### src/rtl/mips_pkg.sv
// ---------------------------------------------------------------------------
// mips_pkg
//  Constants shared by the IF, ID and EXE stages and by the IF/ID queue.
//  No ports; imported where needed.
// ---------------------------------------------------------------------------
package mips_pkg;

  // Width of instruction words and PC values throughout the pipeline.
  localparam int DATA_W = 32;

  // Instruction presented to ID when no real instruction is available.
  localparam logic [31:0] NOP_INSTR = 32'h0000_0000;

  // Occupancy counter width for a queue of `depth` entries: needs to hold
  // 0..depth inclusive, hence one bit more than the address width.
  function automatic int occ_cnt_w(input int depth);
    return $clog2(depth) + 1;
  endfunction

endpackage : mips_pkg

### src/rtl/if_id_queue_if.sv
// ---------------------------------------------------------------------------
// if_id_queue_if
//  Handshake bundle between IF (producer), the IF/ID queue, and ID (consumer).
//  Signals:
//    flush                  branch-taken discard request
//    in_valid/in_ready      IF -> queue handshake (freeze = ~in_ready)
//    in_pc_inc/in_instr     entry offered by IF
//    out_valid/out_ready    queue -> ID handshake
//    out_pc_inc/out_instr   head entry (zero / NOP when empty)
//    count                  occupancy 0..DEPTH
//  Modports:
//    master : the pipeline side (IF + ID), drives requests and consumes status
//    slave  : the queue itself
// ---------------------------------------------------------------------------
interface if_id_queue_if #(
  parameter int DATA_W = mips_pkg::DATA_W,
  parameter int DEPTH  = 4
);
  localparam int CNT_W = mips_pkg::occ_cnt_w(DEPTH);

  logic              flush;
  logic              in_valid;
  logic [DATA_W-1:0] in_pc_inc;
  logic [DATA_W-1:0] in_instr;
  logic              in_ready;
  logic              out_valid;
  logic [DATA_W-1:0] out_pc_inc;
  logic [DATA_W-1:0] out_instr;
  logic              out_ready;
  logic [CNT_W-1:0]  count;

  modport master (
    output flush, in_valid, in_pc_inc, in_instr, out_ready,
    input  in_ready, out_valid, out_pc_inc, out_instr, count
  );

  modport slave (
    input  flush, in_valid, in_pc_inc, in_instr, out_ready,
    output in_ready, out_valid, out_pc_inc, out_instr, count
  );

endinterface : if_id_queue_if

### src/rtl/if_id_queue_mem.sv
// ---------------------------------------------------------------------------
// if_id_queue_mem
//  DEPTH x WIDTH storage for the IF/ID queue: one synchronous write port,
//  one asynchronous read port, contents not reset.
//  Ports:
//    clk      rising-edge clock
//    we_i     write enable
//    waddr_i  write address
//    wdata_i  write data
//    raddr_i  read address
//    rdata_o  read data (combinational from raddr_i)
// ---------------------------------------------------------------------------
module if_id_queue_mem #(
  parameter int DEPTH  = 4,
  parameter int WIDTH  = 64,
  parameter int ADDR_W = $clog2(DEPTH)
) (
  input  logic              clk,
  input  logic              we_i,
  input  logic [ADDR_W-1:0] waddr_i,
  input  logic [WIDTH-1:0]  wdata_i,
  input  logic [ADDR_W-1:0] raddr_i,
  output logic [WIDTH-1:0]  rdata_o
);

  logic [WIDTH-1:0] mem_q [DEPTH];

  always_ff @(posedge clk) begin
    if (we_i) begin
      mem_q[waddr_i] <= wdata_i;
    end
  end

  // Head must be visible in the same cycle the pointer moves, so the read
  // is asynchronous (distributed RAM / flops rather than block RAM).
  assign rdata_o = mem_q[raddr_i];

endmodule : if_id_queue_mem

### src/rtl/if_id_queue.sv
// ---------------------------------------------------------------------------
// if_id_queue
//  Instruction buffer between IF and ID. Captures {PC_inc, instr} whenever IF
//  offers one and there is room, and presents entries to ID in order. Lets IF
//  run ahead of a stalled ID until full; a taken branch (flush) drops every
//  buffered wrong-path entry.
//  Ports:
//    clk  rising-edge clock
//    rst  asynchronous active-high reset
//    q    if_id_queue_if.slave handshake bundle (see interface header)
// ---------------------------------------------------------------------------
module if_id_queue
  import mips_pkg::*;
#(
  parameter int DEPTH  = 4,
  parameter int DATA_W = mips_pkg::DATA_W
) (
  input  logic          clk,
  input  logic          rst,
  if_id_queue_if.slave  q
);

  localparam int ADDR_W = $clog2(DEPTH);
  localparam int CNT_W  = occ_cnt_w(DEPTH);
  localparam logic [CNT_W-1:0] FULL_CNT = CNT_W'(DEPTH);

  logic [ADDR_W-1:0]   wr_ptr_q, wr_ptr_d;
  logic [ADDR_W-1:0]   rd_ptr_q, rd_ptr_d;
  logic [CNT_W-1:0]    count_q,  count_d;

  logic                in_ready;
  logic                out_valid;
  logic                push;
  logic                pop;
  logic                mem_we;
  logic [2*DATA_W-1:0] head_entry;

  // Status depends on registered occupancy only; out_ready never reaches
  // in_ready, so a full queue refuses a push even while it is being popped.
  assign in_ready  = (count_q != FULL_CNT);
  assign out_valid = (count_q != '0);

  assign push = q.in_valid  & in_ready;
  assign pop  = out_valid   & q.out_ready;

  // A flush cycle discards the offered entry: no write, no pointer advance.
  assign mem_we = push & ~q.flush;

  always_comb begin
    wr_ptr_d = wr_ptr_q;
    rd_ptr_d = rd_ptr_q;
    count_d  = count_q;
    if (q.flush) begin
      wr_ptr_d = '0;
      rd_ptr_d = '0;
      count_d  = '0;
    end else begin
      if (push) begin
        wr_ptr_d = wr_ptr_q + 1'b1;   // wraps naturally at DEPTH
      end
      if (pop) begin
        rd_ptr_d = rd_ptr_q + 1'b1;
      end
      unique case ({push, pop})
        2'b10:   count_d = count_q + 1'b1;
        2'b01:   count_d = count_q - 1'b1;
        default: count_d = count_q;
      endcase
    end
  end

  always_ff @(posedge clk or posedge rst) begin
    if (rst) begin
      wr_ptr_q <= '0;
      rd_ptr_q <= '0;
      count_q  <= '0;
    end else begin
      wr_ptr_q <= wr_ptr_d;
      rd_ptr_q <= rd_ptr_d;
      count_q  <= count_d;
    end
  end

  if_id_queue_mem #(
    .DEPTH (DEPTH),
    .WIDTH (2*DATA_W)
  ) u_mem (
    .clk     (clk),
    .we_i    (mem_we),
    .waddr_i (wr_ptr_q),
    .wdata_i ({q.in_pc_inc, q.in_instr}),
    .raddr_i (rd_ptr_q),
    .rdata_o (head_entry)
  );

  // Storage is not reset, so the head is gated to zero / NOP whenever empty.
  assign q.in_ready   = in_ready;
  assign q.out_valid  = out_valid;
  assign q.out_pc_inc = out_valid ? head_entry[2*DATA_W-1:DATA_W] : '0;
  assign q.out_instr  = out_valid ? head_entry[DATA_W-1:0] : DATA_W'(NOP_INSTR);
  assign q.count      = count_q;

endmodule : if_id_queue

### src/flat_wrapper.sv
// flat-port wrapper written by rule: the top's interface ports become plain ports
module if_id_queue_flat import mips_pkg::*;
#(
  parameter int DEPTH  = 4,
  parameter int DATA_W = mips_pkg::DATA_W
)
  (clk, rst, q_flush, q_in_valid, q_in_pc_inc, q_in_instr, q_out_ready, q_in_ready, q_out_valid, q_out_pc_inc, q_out_instr, q_count);
  if_id_queue_if #(.DATA_W(DATA_W), .DEPTH(DEPTH)) q_i ();
  input  logic clk;
  input  logic rst;
  input wire logic [$bits(q_i.flush)-1:0] q_flush;
  input wire logic [$bits(q_i.in_valid)-1:0] q_in_valid;
  input wire logic [$bits(q_i.in_pc_inc)-1:0] q_in_pc_inc;
  input wire logic [$bits(q_i.in_instr)-1:0] q_in_instr;
  input wire logic [$bits(q_i.out_ready)-1:0] q_out_ready;
  output wire logic [$bits(q_i.in_ready)-1:0] q_in_ready;
  output wire logic [$bits(q_i.out_valid)-1:0] q_out_valid;
  output wire logic [$bits(q_i.out_pc_inc)-1:0] q_out_pc_inc;
  output wire logic [$bits(q_i.out_instr)-1:0] q_out_instr;
  output wire logic [$bits(q_i.count)-1:0] q_count;
  assign q_i.flush = q_flush;
  assign q_i.in_valid = q_in_valid;
  assign q_i.in_pc_inc = q_in_pc_inc;
  assign q_i.in_instr = q_in_instr;
  assign q_i.out_ready = q_out_ready;
  assign q_in_ready = q_i.in_ready;
  assign q_out_valid = q_i.out_valid;
  assign q_out_pc_inc = q_i.out_pc_inc;
  assign q_out_instr = q_i.out_instr;
  assign q_count = q_i.count;
  if_id_queue #(.DEPTH(DEPTH), .DATA_W(DATA_W)) u_core (.clk(clk), .rst(rst), .q(q_i));
endmodule
### config.mk
export PLATFORM = sky130hd
export DESIGN_NAME = if_id_queue_flat
export DESIGN_NICKNAME = d
export VERILOG_FILES = /design/src/rtl/mips_pkg.sv /design/src/rtl/if_id_queue_if.sv /design/src/rtl/if_id_queue_mem.sv /design/src/rtl/if_id_queue.sv /design/src/flat_wrapper.sv
export SDC_FILE = /design/constraint.sdc
export NUM_CORES = 1
export LEC_CHECK = 0
export ABC_CLOCK_PERIOD_IN_PS = 11780
export CAP_MARGIN = 20
export CORE_ASPECT_RATIO = 0.5
export CORE_MARGIN = 3
export CORE_UTILIZATION = 55
export DETAILED_ROUTE_END_ITERATION = 8
export HOLD_SLACK_MARGIN = 0.15
export PLACE_DENSITY = 0.86
export SYNTH_ARGS = -nofsm -noshare
export SYNTH_HDL_FRONTEND = slang
export SYNTH_HIERARCHICAL = 1
export SYNTH_SLANG_ARGS = --single-unit
### constraint.sdc
create_clock -name clk -period 11.78 [get_ports clk]
set_input_delay 2.356 -clock clk [delete_from_list [all_inputs] [get_ports clk]]
set_output_delay 2.356 -clock clk [all_outputs]
set_load 0.05 [all_outputs]
==> metrics, run 1 <==
sequential share of the synthesized area 76.0%; area of the multi-input gates 2200 sq um; RSZ-0062 raised after global routing no; ANT cells 0; fill cell count 1083; gr ovfl total 0; Starting Density 57.7%; run status complete, no violations; crit path kind register to primary output; setup TNS 0 ns; Worst Setup Start Kind register; Syn Inst Count 470; latest clock arrival within the worst-skew pair 0.49 ns; CTS tree built; hold buffers post-CTS 0; 1st-pass router iterations 4; peak supply drop 0.0000994 V; register area 7870 sq um; Max-slew headroom 29.8%; Post-CTS Setup Repair Bufs 0; routed wire length 18700 um; pwr/cell area 180 nW/um^2; share of cells above drive strength 1 17.3%; Post-layout nets 679; Post-synth top flop edfxtp_1; core area 17900 sq um; asr flop ratio synth 2.66%; Avg Inst Size Synth 22.0 sq um; skew final 0.0108 ns; CTS H-tree depth 1; worst-case clock buffer depth 3; CP required 9.42 ns; Hold Crit Class register to register; Port-buffer cells 137; Ys Warns 6; DR iter-0 viols 325; GP Congestion 0.777; Post-synth EDFFs 256; initial antenna violation count 0; final core occ 69.8%; CP endpoint kind primary output; post-synthesis register bit count 263; Leakage 3.93 nW; final hold violation count 0; worst-path fanout max 34; Post-CTS Resized 0; Max Freq 170 MHz; largest net degree at the start of global routing 66; Die Wd 200 um; # setup viols final 0; Post-Syn Area 10300 sq um; Worst Tran Pin Value 1.05 ns; Worst Path Buf+Inv 2; Worst Path Arrival 3.53 ns; CP max-delay cell dfrtp_4; # DRC 0; fin crit share 50.0%; Layout Cells excl Fill 877; row cnt 34; area growth from synthesis to layout 21.0%; worst path cell trace buf_4, mux4_1, and2_1, clkdlybuf4s50_1; Max-Cap Viols 0; WL/cell 21.3 um; Synthesized Nets 540; Tmin final 5.89 ns; Total GRT Usage 18.7%; Root Buffer clkbuf_16; Pins Over Slew Limit 0; post-DP HPWL 10500 um; global-route wire length before repair 28900 um; Num CTS Buffers 23; DP Cell Count 836; crit-path max cell delay 0.85 ns; number of global-route vias before repair 5105; routed vias 4845; clock-pin slew on the worst setup and hold paths 0.07 ns; Crit path max-delay family buffers and inverters; Die ar. 20600 sq um; clk sinks 263; Die Ht 103 um; I/O Pins 138; Cell variety after synth 41; Vias/cell 5.52; antenna-violating nets left 0
## registers in the layout (all words and copies together), names as in the netlist
signal and count:
u_core/u_mem/mem_q 256, u_core/wr_ptr_q 2, u_core/q.count 3, u_core/rd_ptr_q 2
## where the power goes
group	leakage, nW	switching, mW	internal, mW
Combinational	1.18	0.280	0.190
Sequential	2.41	0.0285	1.06
Clock	0.326	0.314	0.383
Total	3.93	0.622	1.63
## per-stage QoR
| stage | area [sq um] | hold WS, ns | total power, mW | worst slack (ns) |
|---|---|---|---|---|
| floorplan | 10300 | 0.504 | 1.45 | 3.69 |
| global placement | 11800 | 0.614 | 1.57 | 6.35 |
| finish | 12500 | 0.662 | 2.25 | 5.89 |
| global route | 12500 | 0.698 | 2.34 | 5.63 |
| detailed placement | 11800 | 0.649 | 1.58 | 6.34 |
| CTS | 12500 | 0.661 | 2.28 | 5.81 |
## tightest hold or removal path, cell delays in order (launching register included)
cell	delay (ns)
dfrtp_1	0.45
o21ai_0	0.11
a21oi_1	0.06
## final cells by class
type / instances / area share (%)
tap: 252 / 2.52
clock buffer: 27 / 4.72
clock inverter: 14 / 0.860
multi-input combinational: 175 / 17.6
inverter: 5 / 0.150
sequential: 263 / 62.9
timing repair buffer: 141 / 11.2
## cell usage in the layout, fill, tap and decap left out, types with 5 or more instances in the layout
master	synthesis	routed
edfxtp_1	256	256
clkdlybuf4s50_1	0	137
clkinvlp_4	0	6
inv_1	5	5
clkbuf_16	0	23
mux4_2	60	60
dfrtp_1	7	5
clkinv_2	0	5
and2_1	64	64
nor2_1	8	8
## Yosys cell counts, types with 2 or more instances
cell type | n | area, sq um
edfxtp_1 | 256 | 7690
and2_1 | 64 | 400
mux4_2 | 60 | 1350
buf_2 | 10 | 50.1
buf_6 | 8 | 90.1
nor2_1 | 8 | 30.0
dfrtp_1 | 7 | 175
buf_12 | 6 | 120
inv_1 | 5 | 18.8
mux4_1 | 4 | 105
nor3b_1 | 3 | 22.5
o21ai_0 | 3 | 15.0
xor2_1 | 3 | 26.3
a21oi_1 | 2 | 10.0
and3b_1 | 2 | 17.5
clkbuf_1 | 2 | 7.51
nand2_1 | 2 | 7.51
nand3b_1 | 2 | 15.0
## per-layer routing
layer	up-vias	GRT usage, %	share of wire, %
met4	0	5.09	1.7
met2	115	32.3	52
met5	-	0	0
met3	23	3.49	4.5
met1	2520	25.2	41
li1	2187	-	-
## cell families after synthesis
group,synth area share [%]
AO/OA/AOI/OAI,1.09
flip-flops,76.0
adder cells (fa/ha/maj),0.194
buffers and inverters,2.82
XOR/XNOR,0.254
AND/OR/NAND/NOR,5.30
multiplexers,14.3
## path summary, 6_finish.rpt
check,start,to,slack (ns),cells past startpoint
max,u_core/rd_ptr_q[0]$_DFFE_PP0P_,q_out_instr[2],5.89,4
min,u_core/wr_ptr_q[0]$_DFFE_PP0P_,u_core/wr_ptr_q[0]$_DFFE_PP0P_,0.66,2
max reg2reg,u_core/q.count[0]$_DFFE_PP0P_,u_core/u_mem/mem_q[2][38]$_DFFE_PP_,9.18,4
min reg2reg,u_core/wr_ptr_q[0]$_DFFE_PP0P_,u_core/wr_ptr_q[0]$_DFFE_PP0P_,0.66,2
max in group asynchronous,rst,u_core/rd_ptr_q[0]$_DFFE_PP0P_,9.41,2
min in group asynchronous,rst,u_core/wr_ptr_q[0]$_DFFE_PP0P_,2.11,2
Note: power is estimated with default switching activity, not from simulation.
==> inputs of run 2 (changes only) <==
--- a/config.mk
+++ b/config.mk
@@ -5,7 +5,7 @@
 export SDC_FILE = /design/constraint.sdc
 export NUM_CORES = 1
 export LEC_CHECK = 0
-export ABC_CLOCK_PERIOD_IN_PS = 11780
+export ABC_CLOCK_PERIOD_IN_PS = 5700
 export CAP_MARGIN = 20
 export CORE_ASPECT_RATIO = 0.5
 export CORE_MARGIN = 3
==> constraint.sdc (replaced) <==
create_clock -name clk -period 5.7 [get_ports clk]
set_input_delay 1.14 -clock clk [delete_from_list [all_inputs] [get_ports clk]]
set_output_delay 1.14 -clock clk [all_outputs]
set_load 0.05 [all_outputs]
==> run 2 against run 1 <==
Net effect:
- critical path depth stayed put
- register-to-register slack worse by 6.1 ns
- clock skew is 0.0012 ns lower
- non-clock buffer count is 2 higher
- largest power group unchanged
- critical endpoint is now q_out_pc_inc[31]
==> metrics, run 2 (synthesis results as in run 1) <==
Total GRT Usage 19.7% (was 18.7%); global-route wire length before repair 30500 um (was 28900 um); CP required 4.56 ns (was 9.42 ns); Crit path max-delay family buffers and inverters (unchanged); GP Congestion 0.751 (was 0.777); Hold Crit Class register to register (unchanged); WL/cell 22.8 um (was 21.3 um); Worst Tran Pin Value 1.00 ns (was 1.05 ns); routing usage on met1 27.0% (was 25.2%); Worst Path Buf+Inv 2 (unchanged); # setup viols final 0 (unchanged); Worst Setup Start Kind register (unchanged); area growth from synthesis to layout 21.6% (was 21.0%); routed wire length 20100 um (was 18700 um); crit-path max cell delay 0.84 ns (was 0.85 ns); Stages on worst setup path 4 (unchanged); Post-DP Area 11800 sq um (about the same); peak supply drop 0.000253 V (was 0.0000994 V); 1st-pass router iterations 4 (unchanged); Die ar. 20600 sq um (unchanged); # DRC 0 (unchanged); Max-Cap Viols 0 (unchanged); latest clock arrival within the worst-skew pair 0.50 ns (was 0.49 ns); Die Wd 200 um (unchanged); initial antenna violation count 1 (was 0); Post-CTS Resized 0 (unchanged); gr ovfl total 0 (unchanged); Top reg by flops u_core/u_mem/mem_q (unchanged); fill cell count 1035 (was 1083); Tmin final 4.35 ns; Max-slew headroom 33.2% (was 29.8%); Power Total 4.74 mW (was 2.25 mW); pwr/cell area 377 nW/um^2 (was 180 nW/um^2); Max Freq 230 MHz; switch share 27.9% (was 27.6%); Num CTS Buffers 23 (unchanged); FF-to-FF setup slack 3.05 ns (was 9.18 ns); commonest cells after routing, fill and taps aside edfxtp_1, clkdlybuf4s50_1, and2_1 (unchanged); RSZ-0062 raised after global routing no (unchanged); Root Buffer clkbuf_16 (unchanged); run status complete, no violations (unchanged); I/O Pins 138 (unchanged); WHS 0.673 ns (was 0.662 ns); final core occ 70.2% (was 69.8%); power share of the clock group 31.7% (was 30.9%); Hold Crit Depth 2 (unchanged); P_sw 1.32 mW (was 622 uW); setup TNS 0 ns (unchanged); register area 7870 sq um (unchanged); Worst Path Arrival 3.21 ns (was 3.53 ns); worst r2r src u_core/q.count[0]$_DFFE_PP0P_ (unchanged); crit path kind register to primary output (unchanged); max FFs per register 256 (unchanged); Post-layout nets 681 (was 679); register share of total power 47.4% (was 48.2%); fin crit share 76.3%; Leakage 3.97 nW (was 3.93 nW); clock-pin slew on the worst setup and hold paths 0.07 ns (about the same); post-DP HPWL 11300 um (was 10500 um); Starting Density 57.7% (unchanged); CTS H-tree depth 1 (unchanged); Vias/cell 5.68 (was 5.52); busiest grt layer met2 (unchanged); row cnt 34 (unchanged); Die Ht 103 um (unchanged); CP startpoint u_core/rd_ptr_q[0]$_DFFE_PP0P_ (unchanged); hold buffers post-CTS 0 (unchanged); Combinational Power Share 20.9% (about the same); Worst Hold End u_core/wr_ptr_q[0]$_DFFE_PP0P_ (unchanged); Post-Layout Inst Area 12600 sq um (was 12500 sq um); CTS tree built (unchanged); largest net degree at the start of global routing 66 (unchanged); antenna-violating nets left 0 (unchanged); Worst R2R Path Depth 4 (unchanged); worst-path fanout max 36 (was 34); share of cells above drive strength 1 17.7% (was 17.3%); clk sinks 263 (unchanged); worst-case clock buffer depth 3 (unchanged); final hold violation count 0 (unchanged); skew final 0.00960 ns (was 0.0108 ns); Pins Over Slew Limit 0 (unchanged); CP endpoint kind primary output (unchanged); CP max-delay cell dfrtp_4 (unchanged); worst path cell trace buf_12, mux4_1, and2_1, clkdlybuf4s50_1 (was buf_4, mux4_1, and2_1, clkdlybuf4s50_1); number of global-route vias before repair 5217 (was 5105); routed vias 5000 (was 4845); core area 17900 sq um (unchanged); GR Util met3 3.62% (was 3.49%); reg-to-reg endpoint u_core/u_mem/mem_q[2][44]$_DFFE_PP_ (was u_core/u_mem/mem_q[2][38]$_DFFE_PP_); Pint 3.42 mW (was 1.63 mW); met2 usage 33.3% (was 32.3%); commonest non-fill, non-tap cell in the layout edfxtp_1 (unchanged); DR iter-0 viols 349 (was 325); Hold Crit Start u_core/wr_ptr_q[0]$_DFFE_PP0P_ (unchanged); Post-CTS Setup Repair Bufs 0 (unchanged); area of the multi-input gates 2210 sq um (was 2200 sq um); Port-buffer cells 137 (unchanged)
-- run 2: worst max path at each step --
| stage | slack [ns] | end |
|---|---|---|
| finish | 1.35 | q_out_pc_inc[31] |
| global route | 1.16 | q_out_pc_inc[31] |
| CTS | 1.26 | q_out_pc_inc[31] |
| detailed placement | 1.79 | u_core/u_mem/mem_q[2][44]$_DFFE_PP_ |
| global placement | 1.85 | q_out_instr[2] |
| floorplan | 1.11 | u_core/u_mem/mem_q[0][0]$_DFFE_PP_ |
-- run 2: power groups by stage --
stage | clock [mW] | sequential (mW) | combinational (mW)
floorplan | 0 | 2.25 | 0.741
global placement | 0 | 2.28 | 0.980
detailed placement | 0 | 2.29 | 0.992
CTS | 1.53 | 2.25 | 1.00
global route | 1.62 | 2.25 | 1.03
finish | 1.50 | 2.24 | 0.990
-- run 2: area by class of cell --
type | instances | share of cell area [%]
clock buffers | 23 | 4.58
repair buffers | 143 | 11.4
multi-input cells | 175 | 17.6
diodes | 1 | 0.0199
clock inverters | 18 | 1.21
well taps | 252 | 2.51
inverters | 5 | 0.149
flip-flops and latches | 263 | 62.6
-- run 2: layer usage --
metal / part of all wire [%] / vias up
met2: 52 / 162
met5: 0.065 / -
met1: 40 / 2609
li1: - / 2191
met4: 2.1 / 2
met3: 5.5 / 36
-- run 2: tightest hold or removal path, cell delays in order (launching register included) --
cell and delay [ns]:
dfrtp_1 0.46, o21ai_0 0.11, a21oi_1 0.06
-- run 2: stage by stage --
step	setup slack, ns	std cells
2_1_floorplan	1.11	470
3_3_place_gp	1.85	838
3_5_place_dp	1.79	838
4_1_cts	1.26	879
5_1_grt	1.16	879
6_report	1.35	880
